===== config.mk =====
export PLATFORM = sky130hd
export DESIGN_NAME = adxl362_spi_responder
export DESIGN_NICKNAME = d
export VERILOG_FILES = /design/src/rtl/adxl362_resp_pkg.sv /design/src/rtl/spi_edge_sync.sv /design/src/rtl/adxl362_spi_responder.sv
export SDC_FILE = /design/constraint.sdc
export NUM_CORES = 1
export LEC_CHECK = 0
export CAP_MARGIN = 25
export CORE_ASPECT_RATIO = 1.1
export CORE_MARGIN = 2
export CORE_UTILIZATION = 30
export DETAILED_ROUTE_END_ITERATION = 8
export PLACE_DENSITY = 0.54
export SETUP_SLACK_MARGIN = 0.15
export SYNTH_ARGS = -nofsm -noshare
export SYNTH_HDL_FRONTEND = slang
export SYNTH_SLANG_ARGS = --single-unit
export TNS_END_PERCENT = 50

===== constraint.sdc =====
create_clock -name sysclk -period 4.7 [get_ports sysclk]
set_input_delay 0.94 -clock sysclk [delete_from_list [all_inputs] [get_ports sysclk]]
set_output_delay 0.94 -clock sysclk [all_outputs]
set_load 0.005 [all_outputs]

===== src/rtl/adxl362_resp_pkg.sv =====
// Shared constants, types and helpers for the ADXL362 SPI responder.
package adxl362_resp_pkg;

    localparam int unsigned BYTE_W      = 8;
    localparam int unsigned SAMPLE_W    = 12;
    localparam int unsigned NUM_WR_REGS = 15;
    localparam int unsigned WR_IDX_W    = 4;

    localparam logic [BYTE_W-1:0] CMD_WRITE = 8'h0A;
    localparam logic [BYTE_W-1:0] CMD_READ  = 8'h0B;

    localparam logic [BYTE_W-1:0] ADDR_DEVID_AD  = 8'h00;
    localparam logic [BYTE_W-1:0] ADDR_DEVID_MST = 8'h01;
    localparam logic [BYTE_W-1:0] ADDR_PARTID    = 8'h02;
    localparam logic [BYTE_W-1:0] ADDR_REVID     = 8'h03;
    localparam logic [BYTE_W-1:0] ADDR_XDATA     = 8'h08;
    localparam logic [BYTE_W-1:0] ADDR_YDATA     = 8'h09;
    localparam logic [BYTE_W-1:0] ADDR_ZDATA     = 8'h0A;
    localparam logic [BYTE_W-1:0] ADDR_STATUS    = 8'h0B;
    localparam logic [BYTE_W-1:0] ADDR_XDATA_L   = 8'h0E;
    localparam logic [BYTE_W-1:0] ADDR_XDATA_H   = 8'h0F;
    localparam logic [BYTE_W-1:0] ADDR_YDATA_L   = 8'h10;
    localparam logic [BYTE_W-1:0] ADDR_YDATA_H   = 8'h11;
    localparam logic [BYTE_W-1:0] ADDR_ZDATA_L   = 8'h12;
    localparam logic [BYTE_W-1:0] ADDR_ZDATA_H   = 8'h13;
    localparam logic [BYTE_W-1:0] ADDR_TEMP_L    = 8'h14;
    localparam logic [BYTE_W-1:0] ADDR_TEMP_H    = 8'h15;
    localparam logic [BYTE_W-1:0] ADDR_SOFT_RST  = 8'h1F;
    localparam logic [BYTE_W-1:0] ADDR_WR_FIRST  = 8'h20;
    localparam logic [BYTE_W-1:0] ADDR_POWER_CTL = 8'h2D;
    localparam logic [BYTE_W-1:0] ADDR_WR_LAST   = 8'h2E;
    localparam logic [BYTE_W-1:0] ADDR_WRAP      = 8'h3F;

    localparam logic [BYTE_W-1:0] DEVID_AD       = 8'hAD;
    localparam logic [BYTE_W-1:0] DEVID_MST      = 8'h1D;
    localparam logic [BYTE_W-1:0] PARTID         = 8'hF2;
    localparam logic [BYTE_W-1:0] REVID          = 8'h01;
    localparam logic [BYTE_W-1:0] STATUS_DEFAULT = 8'h01;
    localparam logic [BYTE_W-1:0] SOFT_RESET_KEY = 8'h52;

    localparam logic [WR_IDX_W-1:0] POWER_CTL_IDX = WR_IDX_W'(ADDR_POWER_CTL - ADDR_WR_FIRST);

    typedef enum logic [1:0] {
        ST_IDLE,
        ST_CMD,
        ST_ADDR,
        ST_DATA
    } spi_state_e;

    typedef struct packed {
        logic [SAMPLE_W-1:0] x;
        logic [SAMPLE_W-1:0] y;
        logic [SAMPLE_W-1:0] z;
        logic [SAMPLE_W-1:0] temp;
    } sample_t;

    function automatic logic [BYTE_W-1:0] lo_byte(input logic [SAMPLE_W-1:0] v);
        return v[7:0];
    endfunction

    // High byte is the top nibble sign-extended to a full byte
    function automatic logic [BYTE_W-1:0] hi_byte(input logic [SAMPLE_W-1:0] v);
        return {{4{v[11]}}, v[11:8]};
    endfunction

    function automatic logic is_data_addr(input logic [BYTE_W-1:0] a);
        return (a >= ADDR_XDATA && a <= ADDR_ZDATA) || (a >= ADDR_XDATA_L && a <= ADDR_TEMP_H);
    endfunction

endpackage


===== src/rtl/spi_edge_sync.sv =====
// Two-flop synchronizers for the SPI pins plus registered SCLK/SS edge pulses.
module spi_edge_sync (
    input  logic sysclk,
    input  logic sysreset,
    input  logic sck,
    input  logic ss,
    input  logic mosi,
    output logic sck_rise,
    output logic sck_fall,
    output logic ss_fall,
    output logic ss_rise,
    output logic ss_active,
    output logic mosi_bit
);

    // [0],[1] are the synchronizer, [2] holds history for edge detection
    logic [2:0] sck_sr;
    logic [2:0] ss_sr;
    logic [1:0] mosi_sr;

    always_ff @(posedge sysclk or negedge sysreset) begin
        if (!sysreset) begin
            sck_sr    <= '0;
            ss_sr     <= '1;
            mosi_sr   <= '0;
            sck_rise  <= 1'b0;
            sck_fall  <= 1'b0;
            ss_fall   <= 1'b0;
            ss_rise   <= 1'b0;
            ss_active <= 1'b0;
            mosi_bit  <= 1'b0;
        end else begin
            sck_sr    <= {sck_sr[1:0], sck};
            ss_sr     <= {ss_sr[1:0], ss};
            mosi_sr   <= {mosi_sr[0], mosi};
            sck_rise  <= sck_sr[1] & ~sck_sr[2];
            sck_fall  <= ~sck_sr[1] & sck_sr[2];
            ss_fall   <= ~ss_sr[1] & ss_sr[2];
            ss_rise   <= ss_sr[1] & ~ss_sr[2];
            ss_active <= ~ss_sr[1];
            mosi_bit  <= mosi_sr[1];
        end
    end

endmodule


===== src/rtl/adxl362_spi_responder.sv =====
// ADXL362-style SPI register responder running in the sysclk domain.
// Define ADXL362_RESP_STATUS_EN to get a live DATA_READY bit in STATUS (0x0B).
module adxl362_spi_responder
    import adxl362_resp_pkg::*;
(
    input  logic                sysclk,
    input  logic                sysreset,
    input  logic                aclSCK,
    input  logic                aclSS,
    input  logic                aclMOSI,
    output logic                aclMISO,
    input  logic [SAMPLE_W-1:0] accel_x,
    input  logic [SAMPLE_W-1:0] accel_y,
    input  logic [SAMPLE_W-1:0] accel_z,
    input  logic [SAMPLE_W-1:0] temp,
    input  logic                sample_valid,
    output logic                measure_en,
    output logic                cmd_err
);

    logic sck_rise, sck_fall, ss_fall, ss_rise, ss_active, mosi_bit;

    spi_edge_sync u_edge_sync (
        .sysclk    (sysclk),
        .sysreset  (sysreset),
        .sck       (aclSCK),
        .ss        (aclSS),
        .mosi      (aclMOSI),
        .sck_rise  (sck_rise),
        .sck_fall  (sck_fall),
        .ss_fall   (ss_fall),
        .ss_rise   (ss_rise),
        .ss_active (ss_active),
        .mosi_bit  (mosi_bit)
    );

    spi_state_e        state_q, state_d;
    logic [2:0]        bit_cnt_q;
    logic [BYTE_W-1:0] shift_q, cmd_q, addr_q, tx_q;
    logic [BYTE_W-1:0] wr_regs_q [NUM_WR_REGS];
    sample_t           live_q, snap_q, sample_in;

    logic [BYTE_W-1:0] rx_byte_c, addr_inc_c, rd_addr_c, rd_byte_c, status_byte_c;
    logic              byte_done_c, is_read_c, is_write_c, load_c, commit_c;
    logic              cmd_err_c, miso_d;

    assign sample_in   = '{x: accel_x, y: accel_y, z: accel_z, temp: temp};
    assign rx_byte_c   = {shift_q[6:0], mosi_bit};
    assign byte_done_c = sck_rise && (bit_cnt_q == 3'd7) && (state_q != ST_IDLE);
    assign is_read_c   = (cmd_q == CMD_READ);
    assign is_write_c  = (cmd_q == CMD_WRITE);
    assign addr_inc_c  = (addr_q == ADDR_WRAP) ? '0 : addr_q + 8'd1;
    assign rd_addr_c   = (state_q == ST_ADDR) ? rx_byte_c : addr_inc_c;
    assign load_c      = byte_done_c && is_read_c && (state_q == ST_ADDR || state_q == ST_DATA);
    assign commit_c    = byte_done_c && is_write_c && (state_q == ST_DATA);

`ifdef ADXL362_RESP_STATUS_EN
    logic data_ready_q;

    // A new sample wins over a simultaneous data read
    always_ff @(posedge sysclk or negedge sysreset) begin
        if (!sysreset) begin
            data_ready_q <= 1'b0;
        end else if (sample_valid) begin
            data_ready_q <= 1'b1;
        end else if (load_c && is_data_addr(rd_addr_c)) begin
            data_ready_q <= 1'b0;
        end
    end

    assign status_byte_c = {7'd0, data_ready_q};
`else
    assign status_byte_c = STATUS_DEFAULT;
`endif

    always_ff @(posedge sysclk or negedge sysreset) begin
        if (!sysreset) begin
            state_q <= ST_IDLE;
        end else begin
            state_q <= state_d;
        end
    end

    always_comb begin
        state_d   = state_q;
        cmd_err_c = 1'b0;
        miso_d    = 1'b0;
        if (ss_rise) begin
            state_d = ST_IDLE;
        end else begin
            case (state_q)
                ST_IDLE: if (ss_fall) state_d = ST_CMD;
                ST_CMD: begin
                    if (byte_done_c) begin
                        state_d   = ST_ADDR;
                        cmd_err_c = (rx_byte_c != CMD_READ) && (rx_byte_c != CMD_WRITE);
                    end
                end
                ST_ADDR: if (byte_done_c) state_d = ST_DATA;
                ST_DATA: state_d = ST_DATA;
                default: state_d = ST_IDLE;
            endcase
        end
        if (ss_active && state_q == ST_DATA && is_read_c) begin
            miso_d = sck_fall ? tx_q[7] : aclMISO;
        end
    end

    always_comb begin
        rd_byte_c = '0;
        case (rd_addr_c)
            ADDR_DEVID_AD:  rd_byte_c = DEVID_AD;
            ADDR_DEVID_MST: rd_byte_c = DEVID_MST;
            ADDR_PARTID:    rd_byte_c = PARTID;
            ADDR_REVID:     rd_byte_c = REVID;
            ADDR_XDATA:     rd_byte_c = snap_q.x[11:4];
            ADDR_YDATA:     rd_byte_c = snap_q.y[11:4];
            ADDR_ZDATA:     rd_byte_c = snap_q.z[11:4];
            ADDR_STATUS:    rd_byte_c = status_byte_c;
            ADDR_XDATA_L:   rd_byte_c = lo_byte(snap_q.x);
            ADDR_XDATA_H:   rd_byte_c = hi_byte(snap_q.x);
            ADDR_YDATA_L:   rd_byte_c = lo_byte(snap_q.y);
            ADDR_YDATA_H:   rd_byte_c = hi_byte(snap_q.y);
            ADDR_ZDATA_L:   rd_byte_c = lo_byte(snap_q.z);
            ADDR_ZDATA_H:   rd_byte_c = hi_byte(snap_q.z);
            ADDR_TEMP_L:    rd_byte_c = lo_byte(snap_q.temp);
            ADDR_TEMP_H:    rd_byte_c = hi_byte(snap_q.temp);
            default: begin
                if (rd_addr_c >= ADDR_WR_FIRST && rd_addr_c <= ADDR_WR_LAST) begin
                    rd_byte_c = wr_regs_q[WR_IDX_W'(rd_addr_c - ADDR_WR_FIRST)];
                end
            end
        endcase
    end

    // Bit/byte assembly, address tracking and read shifter
    always_ff @(posedge sysclk or negedge sysreset) begin
        if (!sysreset) begin
            bit_cnt_q  <= '0;
            shift_q    <= '0;
            cmd_q      <= '0;
            addr_q     <= '0;
            tx_q       <= '0;
            aclMISO    <= 1'b0;
            cmd_err    <= 1'b0;
            measure_en <= 1'b0;
        end else begin
            if (ss_fall) begin
                bit_cnt_q <= '0;
            end else if (sck_rise && state_q != ST_IDLE) begin
                shift_q   <= rx_byte_c;
                bit_cnt_q <= bit_cnt_q + 3'd1;
            end
            if (state_q == ST_CMD && byte_done_c) begin
                cmd_q <= rx_byte_c;
            end
            if (state_q == ST_ADDR && byte_done_c) begin
                addr_q <= rx_byte_c;
            end else if (state_q == ST_DATA && byte_done_c) begin
                addr_q <= addr_inc_c;
            end
            if (load_c) begin
                tx_q <= rd_byte_c;
            end else if (sck_fall) begin
                tx_q <= {tx_q[6:0], 1'b0};
            end
            aclMISO    <= miso_d;
            cmd_err    <= cmd_err_c;
            measure_en <= (wr_regs_q[POWER_CTL_IDX][1:0] == 2'b10);
        end
    end

    // Writable register file; soft reset clears it on the committing cycle
    always_ff @(posedge sysclk or negedge sysreset) begin
        if (!sysreset) begin
            for (int i = 0; i < NUM_WR_REGS; i++) wr_regs_q[i] <= '0;
        end else if (commit_c) begin
            if (addr_q == ADDR_SOFT_RST && rx_byte_c == SOFT_RESET_KEY) begin
                for (int i = 0; i < NUM_WR_REGS; i++) wr_regs_q[i] <= '0;
            end else if (addr_q >= ADDR_WR_FIRST && addr_q <= ADDR_WR_LAST) begin
                wr_regs_q[WR_IDX_W'(addr_q - ADDR_WR_FIRST)] <= rx_byte_c;
            end
        end
    end

    // Snapshot takes a coincident new sample rather than the stale live set
    always_ff @(posedge sysclk or negedge sysreset) begin
        if (!sysreset) begin
            live_q <= '0;
            snap_q <= '0;
        end else begin
            if (sample_valid) live_q <= sample_in;
            if (ss_fall) snap_q <= sample_valid ? sample_in : live_q;
        end
    end

endmodule


Word level (Yosys, flattened, before mapping)
Cells that the tools add are included.
Operators by class
  $add $sub $neg: 4
  order comparisons: 7
  eq/ne operators: 31
  multiplexer cells: 29
  bitwise operators: 11
  reductions and logical operators: 29
Operator list (count)
  two-way mux 120 bit: 2
  bitwise mux 120 bit: 1
  case mux 8 bit (15 select lines): 1
  two-way mux 8 bit: 10
  equality test 8 x 4 -> 1 bit, second input constant: 8
  equality test 8 x 5 -> 1 bit, second input constant: 7
  two-way mux 48 bit: 1
  binary-select mux 8 bit (select 4 bit): 1
  demux 8 bit (select 4 bit): 1
  logical AND 1 bit: 17
  equality test 8 x 2 -> 1 bit, second input constant: 2
  greater-or-equal comparator 8 x 6 -> 1 bit, second input constant: 2
  <= comparator 8 x 6 -> 1 bit, second input constant: 2
  inequality test 8 x 4 -> 1 bit, second input constant: 2
  greater-or-equal comparator 5 bit, second input constant: 2
  NOT 4 -> 5 bit: 2
  nonzero test 2 bit: 5
  adder 8 x 1 -> 8 bit, second input constant: 1
  equality test 8 x 1 -> 1 bit, second input constant: 1
  equality test 8 x 6 -> 1 bit, second input constant: 1
  equality test 8 x 7 -> 1 bit, second input constant: 1
  logical NOT 8 bit: 1
  two-way mux 2 bit: 4
  case mux 2 bit (4 select lines): 1
  18 further kinds: 35
Word-level totals
  bits in registers: 269
  input port bits: 54
  output and inout bits: 3
  word-level logic and storage cells: 152

Longest topological paths before layout
Gate-level depths: netlist of the first run.
  depth in word-level cells: 11
  depth in mapped cells: 14
  depth with buffers taken out: 9

By module
From an unflattened synthesis of the first run, not the netlist that was laid out.
Unflattened totals
  cells, all modules: 1157
  area total of the unflattened synthesis: 12470.7 µm²
By module, submodules not included
  adxl362_spi_responder: times used 1, cells an instance 1138, area an instance 12082.8 µm², seq. area each 6381.1 µm²
  spi_edge_sync: times used 1, cells an instance 19, area an instance 387.9 µm², seq. area each 354.1 µm²

Least setup slack after synthesis of the first run
OpenSTA, ideal clock, no wires.
  kind: flip-flop to flip-flop
  from: reg addr_q[0]
  to: reg tx_q[5]
  library setup time: 0.073 ns
  data arrival time: 2.973 ns
  required time: 4.627 ns
  setup slack: 1.654 ns
  stages on the path, launching flop included: 13
  path buffers: 3
  period minus slack after synthesis: 3.046 ns
  cells stage by stage: dfrtp_1 > ha_1 > buf_4 > nand3_2 > o211a_4 > a22o_1 > buf_6 > and2_4 > or4_1 > buf_2 > or4_4 > o211ai_2 > a21boi_2
Between the ends
  word-level cells in the longest chain between the ends: 11
  elaborated cells on any way between the ends: 32
  classes of those cells: 2 x add/sub; 2 x order compare; 16 x eq/ne; 8 x mux; 1 x bitwise; 3 x reduce/logical
RTL lines
  start, declared: RTL line adxl362_spi_responder.sv:39  | logic [BYTE_W-1:0] shift_q, cmd_q, addr_q, tx_q;
  start signal, assigned: RTL line adxl362_spi_responder.sv:158  | addr_q <= rx_byte_c;
  start signal, assigned: RTL line adxl362_spi_responder.sv:160  | addr_q <= addr_inc_c;
  adder 8 x 1 -> 8 bit / equality test 8 x 6 -> 1 bit (equally long branches): RTL line adxl362_spi_responder.sv:52  | assign addr_inc_c = (addr_q == ADDR_WRAP) ? '0 : addr_q + 8'd1;
  two-way mux 8 bit *: RTL line adxl362_spi_responder.sv:52
  two-way mux 8 bit *: RTL line adxl362_spi_responder.sv:53  | assign rd_addr_c = (state_q == ST_ADDR) ? rx_byte_c : addr_inc_c;
  subtractor 4 x 1 -> 4 bit: RTL line adxl362_spi_responder.sv:130  | rd_byte_c = wr_regs_q[WR_IDX_W'(rd_addr_c - ADDR_WR_FIRST)];
  NOT 4 -> 5 bit (not written as such): RTL line adxl362_spi_responder.sv:130
  binary-select mux 8 bit (select 4 bit): RTL line adxl362_spi_responder.sv:130
  two-way mux 8 bit (not written as such) (2 in a row): RTL line adxl362_spi_responder.sv:130
  two-way mux 8 bit: RTL line adxl362_spi_responder.sv:129  | if (rd_addr_c >= ADDR_WR_FIRST && rd_addr_c <= ADDR_WR_LAST) begin
  case mux 8 bit (15 select lines) *: RTL line adxl362_spi_responder.sv:111  | case (rd_addr_c)
  two-way mux 8 bit *: RTL line adxl362_spi_responder.sv:162  | if (load_c) begin
  end signal, assigned: RTL line adxl362_spi_responder.sv:163  | tx_q <= rd_byte_c;
  end signal, assigned: RTL line adxl362_spi_responder.sv:165  | tx_q <= {tx_q[6:0], 1'b0};
  end, declared: RTL line adxl362_spi_responder.sv:39
Every way passes the cells marked *; elsewhere a longest branch is shown, timed or not. The select of a mux whose other input is x is not followed.
A chain may end at the register's enable or synchronous reset.

Worst setup path in the final report of the first run
  from: reg state_q[0]
  to: reg tx_q[7]
Between the ends
  word-level cells in the longest chain between the ends: 10
  elaborated cells on any way between the ends: 37
  classes of those cells: 1 x add/sub; 2 x order compare; 17 x eq/ne; 7 x mux; 1 x bitwise; 9 x reduce/logical
RTL lines
  start, declared: RTL line adxl362_spi_responder.sv:37  | spi_state_e state_q, state_d;
  start signal, assigned: RTL line adxl362_spi_responder.sv:80  | state_q <= state_d;
  equality test 2 bit: RTL line adxl362_spi_responder.sv:53, adxl362_spi_responder.sv:54
  two-way mux 8 bit: RTL line adxl362_spi_responder.sv:53
  subtractor 4 x 1 -> 4 bit: RTL line adxl362_spi_responder.sv:130
  NOT 4 -> 5 bit (not written as such): RTL line adxl362_spi_responder.sv:130
  binary-select mux 8 bit (select 4 bit): RTL line adxl362_spi_responder.sv:130
  two-way mux 8 bit (not written as such) (2 in a row): RTL line adxl362_spi_responder.sv:130
  two-way mux 8 bit: RTL line adxl362_spi_responder.sv:129
  case mux 8 bit (15 select lines): RTL line adxl362_spi_responder.sv:111
  two-way mux 8 bit: RTL line adxl362_spi_responder.sv:162
Several ways; a longest one is shown, not always the timed one. The select of a mux whose other input is x is not followed.

==> impl_metrics.json, run 1 <==
{
  "synthMuxAreaShare_pct": 12.1,
  "regArea_sq_mm": 0.00674,
  "drive_above_1_share_pct": 16.1,
  "drtPass1Iterations": 5,
  "antenna_found_initial": 0,
  "clock_path_buffers": 3,
  "status": "finished clean",
  "min_from": "u_edge_sync.mosi_sr[0]$_DFF_PN0_",
  "rsz0062_at_grt": "no",
  "clk_pin_slew_worst_paths_ns": 0.06,
  "synth_top_family_by_area": "simple AND/OR/NAND/NOR gates",
  "root_buffer": "clkbuf_16",
  "timing.fmax_mhz": 242,
  "finalSetupTns_ns": 0,
  "clk_latency_ns": 0.55,
  "syn_avg_cell_area_sq_um": 10.3,
  "cts_buffers": 29,
  "cap_violations": 0,
  "ys.flop_type": "dfrtp_1",
  "io_buffers": 56,
  "drt-total-wl_microns": 34100,
  "p_per_area_mw_per_mm2": 383,
  "synth_edf_count": 0,
  "synth_nets": 1276,
  "r2r-start": "state_q[0]$_DFFE_PN0P_",
  "htree_num_levels": 1,
  "synth-seq-cells": 269,
  "post_cts.repair.setup_buffers": 0,
  "ys.warnings.count": 0,
  "ant_nets": 0,
  "async_flop_share_pct": 100,
  "holdPathStages": 0,
  "vias": 9468,
  "cts_tree": "built",
  "ir_worst_vdd_mv": 0.235,
  "die_w_microns": 198,
  "wire_per_inst_microns": 18.8,
  "final_cell_mix": "dfrtp_1 (265), nand3_1 (174), o21ai_0 (158), nand2_1 (137), mux2_2 (103)",
  "syn_area_sq_mm": 0.0125,
  "hold_path.class": "flop to flop",
  "synth-compound-area-share_pct": 13.5,
  "drt-initial-drc-count": 697,
  "period_share_pct": 88.0,
  "hold_buffers": 0,
  "crit_arrival_ns": 4.60,
  "rows": 78,
  "cp-end-kind": "flop",
  "netlist_instances": 1216,
  "place_area_sq_mm": 0.0136,
  "ys_seq_area_share_pct": 54.0,
  "setup_viol": 0,
  "dieArea_sq_mm": 0.0432,
  "cts-resized-gates": 0,
  "crit_required_ns": 5.16,
  "synth_fa_ha_area_share_pct": 0.602,
  "fill_cells": 4128,
  "skew_ns": 0.00709,
  "grt_first_pass_wirelength_microns": 54000,
  "r2r_setup_slack_ns": 0.56,
  "routabilityCongestion": 0.879,
  "io_pins": 57,
  "synthToLayoutAreaGrowth_pct": 17.9,
  "grt_pass1_vias": 9370,
  "multi_input_area_sq_mm": 0.00534,
  "synth_xor_xnor_area_share_pct": 0.351,
  "period_needed_ns": 4.14,
  "synth_cell_types": 72,
  "final_common_cell": "dfrtp_1",
  "vias_per_cell": 5.21,
  "drv_slew": 0,
  "utilization_pct": 35.8,
  "dpl.hpwl_microns": 22600,
  "leakagePower_nw": 6.02,
  "start_kind": "flop",
  "critical_path_class": "flop to flop",
  "die_height_microns": 218,
  "initial_core_util_pct": 30.4,
  "grt_max_degree": 115,
  "crit_fanout": 21,
  "coreArea_sq_mm": 0.0411,
  "final_area_sq_mm": 0.0147,
  "p_total_mw": 5.63,
  "grtUsageTotal_pct": 15.8,
  "yosys.area_share.simple_pct": 16.2,
  "slew_headroom_pct": 35.2,
  "drc": 0,
  "tightest_slew_ns": 0.970,
  "holdPathEnd": "u_edge_sync.mosi_sr[1]$_DFF_PN0_",
  "cts.sinks": 269,
  "crit-reg2reg-capture": "tx_q[7]$_DFFE_PN0P_",
  "gr-total-overflow": 0,
  "rr_worst_depth": 8,
  "hold_violations": 0,
  "nets": 1296
}
-- cell families after synthesis --
logic type / Yosys count
buf+inv: 103
flops: 269
mux: 134
compound gates: 281
simple gates: 418
fa+ha+maj: 6
xor+xnor: 5
-- where the power goes --
group | total (mW) | switching, mW | internal [mW]
sequential | 2.61 | 0.139 | 2.47
combinational | 0.473 | 0.276 | 0.197
clock | 2.55 | 0.945 | 1.61
total | 5.63 | 1.36 | 4.27
-- worst max-delay path, cell delays in order, from the launching register on --
cell     delay (ns)
dfrtp_1        0.60
nor2b_1        0.62
nor2_1         0.14
a21oi_1        0.75
nand2_1        0.59
nor3_1         0.71
a22oi_1        0.20
and3_1         0.25
a21oi_1        0.18
-- final cells by class --
cell class	count	share of cell area [%]
clock inverters	11	1.46
clock buffers	40	5.90
diodes	1	0.0170
repair buffers	79	5.36
well taps	560	4.77
inverters	13	0.332
multi-input cells	844	36.3
flip-flops and latches	269	45.8
-- flip-flops by register name (all words and copies together), names as in the netlist, 2 cells and up --
name,flops
u_edge_sync.mosi_sr,2
snap_q,48
u_edge_sync.ss_sr,3
shift_q,7
bit_cnt_q,3
tx_q,8
wr_regs_q,120
u_edge_sync.sck_sr,3
live_q,48
cmd_q,8
state_q,2
addr_q,8
-- layer usage --
metal  share of wire, %  routed length [microns]  up-vias  track usage, %
met4                2.6                      871        0            5.02
met5                  0                        0        -               0
met3                5.1                     1750       51            2.57
li1                   -                        -     4447               -
met1                 46                    15600     4735            21.4
met2                 46                    15800      235            25.8
-- how the worst max path moves through the flow --
stage                      startpoint                   to  slack, ns  cells after the start
2_1_floorplan   addr_q[0]$_DFFE_PN0P_  tx_q[5]$_DFFE_PN0P_       1.65                     12
6_report       state_q[0]$_DFFE_PN0P_  tx_q[7]$_DFFE_PN0P_       0.56                      8
3_3_place_gp   state_q[0]$_DFFE_PN0P_  tx_q[7]$_DFFE_PN0P_       0.73                      8
5_1_grt        state_q[0]$_DFFE_PN0P_  tx_q[7]$_DFFE_PN0P_       0.25                      8
3_5_place_dp   state_q[0]$_DFFE_PN0P_  tx_q[7]$_DFFE_PN0P_       0.66                      8
4_1_cts        state_q[0]$_DFFE_PN0P_  tx_q[7]$_DFFE_PN0P_       0.60                      8
-- cell usage after synthesis (all sizes together), types with 3 or more instances --
cell,count,area (sq um)
a2111oi,3,26.3
a21o,3,22.5
a21oi,42,210
a221o,3,30.0
a22o,7,61.3
a22oi,10,75.1
a31oi,6,37.5
a32o,3,30.0
a32oi,6,52.6
and3,7,43.8
buf,20,101
clkbuf,70,263
dfrtp,266,6660
dfstp,3,78.8
ha,6,75.1
inv,13,48.8
mux2,103,1160
mux2i,28,280
mux4,3,67.6
nand2,137,514
nand2b,4,25.0
nand3,175,881
nand4,4,25.0
nor2,35,131
nor2b,6,37.5
nor3,22,115
nor4,3,18.8
nor4b,5,43.8
o211ai,3,27.5
o21ai,160,801
o22ai,6,37.5
o31ai,5,37.5
or4,5,41.3
xor2,3,26.3
-- through the flow --
stage | setup slack, ns | instances | hold WS [ns]
floorplan | 1.65 | 1216 | 0.331
global placement | 0.726 | 1761 | 0.332
detailed placement | 0.663 | 1763 | 0.336
CTS | 0.604 | 1814 | 0.351
global route | 0.251 | 1816 | 0.358
finish | 0.564 | 1817 | 0.352
No activity file was read; power rests on OpenSTA's default activity.
==> run 2, diff against run 1 <==
--- a/config.mk
+++ b/config.mk
@@ -5,9 +5,9 @@
 export SDC_FILE = /design/constraint.sdc
 export NUM_CORES = 1
 export LEC_CHECK = 0
+export ABC_AREA = 1
 export CAP_MARGIN = 25
-export CORE_ASPECT_RATIO = 1.1
-export CORE_MARGIN = 2
+export CORE_ASPECT_RATIO = 0.6
 export CORE_UTILIZATION = 30
 export DETAILED_ROUTE_END_ITERATION = 8
 export PLACE_DENSITY = 0.54
==> run 2 against run 1 <==
  * Flip-flop and latch count is the same
  * Largest cell class unchanged
  * Register-to-register slack gained 0.69 ns
  * Critical endpoint is now tx_q[1]$_DFFE_PN0P_
  * Synthesized cell count grew 30%
  * Hold slack lost 0.0043 ns
==> impl_metrics.json, run 2 <==
{
  "die_w_microns": 269,
  "fill_cells": 4379,
  "slew_headroom_pct": 30.5,
  "status": "finished clean",
  "largestRegisters": "wr_regs_q: 120 flops, live_q: 48 flops, snap_q: 48 flops",
  "io_pins": 57,
  "cts_buffers": 26,
  "post_cts.repair.setup_buffers": 0,
  "vias": 11000,
  "ant_nets": 0,
  "drtPass1Iterations": 5,
  "syn_area_sq_mm": 0.0128,
  "cp_num_buf_inv": 3,
  "synth-seq-cells": 269,
  "crit_arrival_ns": 3.93,
  "start_kind": "flop",
  "timing.fmax_mhz": 290,
  "ir_worst_vdd_mv": 0.218,
  "antennaDiodeCount": 0,
  "async_flop_share_pct": 100,
  "grt_first_pass_wirelength_microns": 64700,
  "yosysTopAreaCell": "dfrtp_1",
  "grt_pass1_vias": 10500,
  "p_total_mw": 5.20,
  "cp-end-kind": "flop",
  "syn_avg_cell_area_sq_um": 8.15,
  "hold_path.class": "flop to flop",
  "leakagePower_nw": 6.88,
  "drv_slew": 0,
  "io_buffers": 56,
  "drive_above_1_share_pct": 9.82,
  "synth_edf_count": 0,
  "final_common_cell": "nand2_1",
  "largest_reg_flops": 120,
  "regArea_sq_mm": 0.00674,
  "synth_cell_types": 44,
  "wire_per_inst_microns": 18.8,
  "p_per_area_mw_per_mm2": 350,
  "critical_path.top_delay_family": "simple AND/OR/NAND/NOR gates",
  "ys_top_cells_by_count": "nand2_1 (539), dfrtp_1 (266), nor2_1 (166), o21ai_0 (160), nand3_1 (112)",
  "synth_top_area_share_pct": 51.8,
  "crit_required_ns": 5.18,
  "grt_max_degree": 109,
  "cts-resized-gates": 0,
  "initial_core_util_pct": 30.6,
  "hold_buffers": 0,
  "antenna_found_initial": 1,
  "synth_nets": 1636,
  "root_buffer": "clkbuf_16",
  "ys.flop_type": "dfrtp_1",
  "routabilityCongestion": 0.944,
  "coreArea_sq_mm": 0.0420,
  "stdcell_count": 2209,
  "worst_path_most_repeated_cell": "nand2_1",
  "grtUsageTotal_pct": 19.2,
  "multi_input_area_sq_mm": 0.00549,
  "tightest_slew_ns": 1.03,
  "ys_top_cells_by_area": "dfrtp_1 (52%), nand2_1 (16%), o21ai_0 (6.2%), nor2_1 (4.9%), nand3_1 (4.4%)",
  "drt-total-wl_microns": 41500,
  "regMostFlops": "wr_regs_q",
  "ys.warnings.count": 0,
  "clk_latency_ns": 0.55,
  "htree_num_levels": 1,
  "clock_path_buffers": 3,
  "synthMostInstantiatedCell": "nand2_1",
  "synthToLayoutAreaGrowth_pct": 15.9,
  "gr-total-overflow": 0,
  "rsz0062_at_grt": "no",
  "dpl.hpwl_microns": 30400,
  "skew_ns": 0.0101,
  "vias_per_cell": 5.00,
  "cts.sinks": 269,
  "finalSetupTns_ns": 0,
  "cap_violations": 0,
  "cpMaxStageDelayCell": "dfrtp_1",
  "period_needed_ns": 3.45,
  "clk_pin_slew_worst_paths_ns": 0.07,
  "hold_violations": 0,
  "netlist_instances": 1576,
  "drc": 0,
  "die_height_microns": 162,
  "critical_path_class": "flop to flop",
  "ys_seq_area_share_pct": 52.4,
  "period_share_pct": 73.3,
  "drt-initial-drc-count": 1146,
  "numPlacedInstances": 2162,
  "cts_tree": "built",
  "path_cells": "ha_1 -> inv_1 -> nor2_4 -> nand2_2 -> nand3_2 -> nand2_2 -> buf_4 -> nand2_2 -> nor2_2 -> nor2_2 -> inv_1 -> nor2_1 -> nand2_1 -> nand4_1 -> nand2_1 -> nand2_1 -> nand2_1 -> nand2_1",
  "final_cell_mix": "nand2_1 (539), dfrtp_1 (265), nor2_1 (166), o21ai_0 (160), nand3_1 (112)",
  "dieArea_sq_mm": 0.0437,
  "setup_viol": 0,
  "nets": 1680,
  "rows": 58,
  "max_stage_delay_ns": 0.46,
  "crit_fanout": 22
}
[run 2: logic make-up after synthesis]
logic type      count (synthesis)  share of synthesized area [%]
xor+xnor                        1                         0.0682
fa+ha+maj                       6                          0.584
compound gates                218                           8.94
flops                         269                           52.4
mux                            48                           4.21
simple gates                  885                           28.9
buf+inv                       149                           4.84
[run 2: layer usage]
layer | global-route usage (%) | wire length (microns) | vias up
li1 | - | - | 5205
met1 | 31.6 | 21500 | 5354
met2 | 23.3 | 14600 | 435
met3 | 6.65 | 4860 | 45
met4 | 2.57 | 585 | 0
met5 | 0 | 0 | -
[run 2: worst paths after layout]
kind	startpoint	to	slack [ns]	depth (start not counted)
worst max-delay path	addr_q[0]$_DFFE_PN0P_	tx_q[1]$_DFFE_PN0P_	1.25	18
worst min-delay path	u_edge_sync.sck_sr[0]$_DFF_PN0_	u_edge_sync.sck_sr[1]$_DFF_PN0_	0.35	0
worst max register to register	addr_q[0]$_DFFE_PN0P_	tx_q[1]$_DFFE_PN0P_	1.25	18
worst min register to register	u_edge_sync.sck_sr[0]$_DFF_PN0_	u_edge_sync.sck_sr[1]$_DFF_PN0_	0.35	0
max in group asynchronous	sysreset	live_q[24]$_DFF_PN0_	3.20	2
min in group asynchronous	sysreset	u_edge_sync.sck_sr[0]$_DFF_PN0_	0.46	1
[run 2: layout make-up]
| type | instances | area share (%) |
|---|---|---|
| clock inverter | 13 | 1.03 |
| multi-input combinational | 1158 | 36.9 |
| timing repair buffer | 70 | 4.64 |
| sequential | 269 | 45.3 |
| inverter | 95 | 2.41 |
| clock buffer | 34 | 4.99 |
| tap | 570 | 4.79 |
[run 2: power breakdown]
group	leakage, nW	internal [mW]	switching, mW	total, mW
Sequential	3.51	2.45	0.137	2.59
Combinational	2.93	0.133	0.250	0.383
Clock	0.440	1.28	0.952	2.23
Total	6.88	3.87	1.34	5.20
[run 2: stage by stage]
stage | area, sq um | hold WS, ns | worst slack [ns] | util (%)
3_5_place_dp | 14000 | 0.335 | 1.37 | 33.3
2_1_floorplan | 12800 | 0.331 | 2.39 | -
4_1_cts | 14900 | 0.349 | 1.37 | 35.4
6_report | 14900 | 0.347 | 1.25 | 35.4
5_1_grt | 14900 | 0.355 | 1.05 | 35.4
3_3_place_gp | 14000 | 0.335 | 1.36 | 33.3
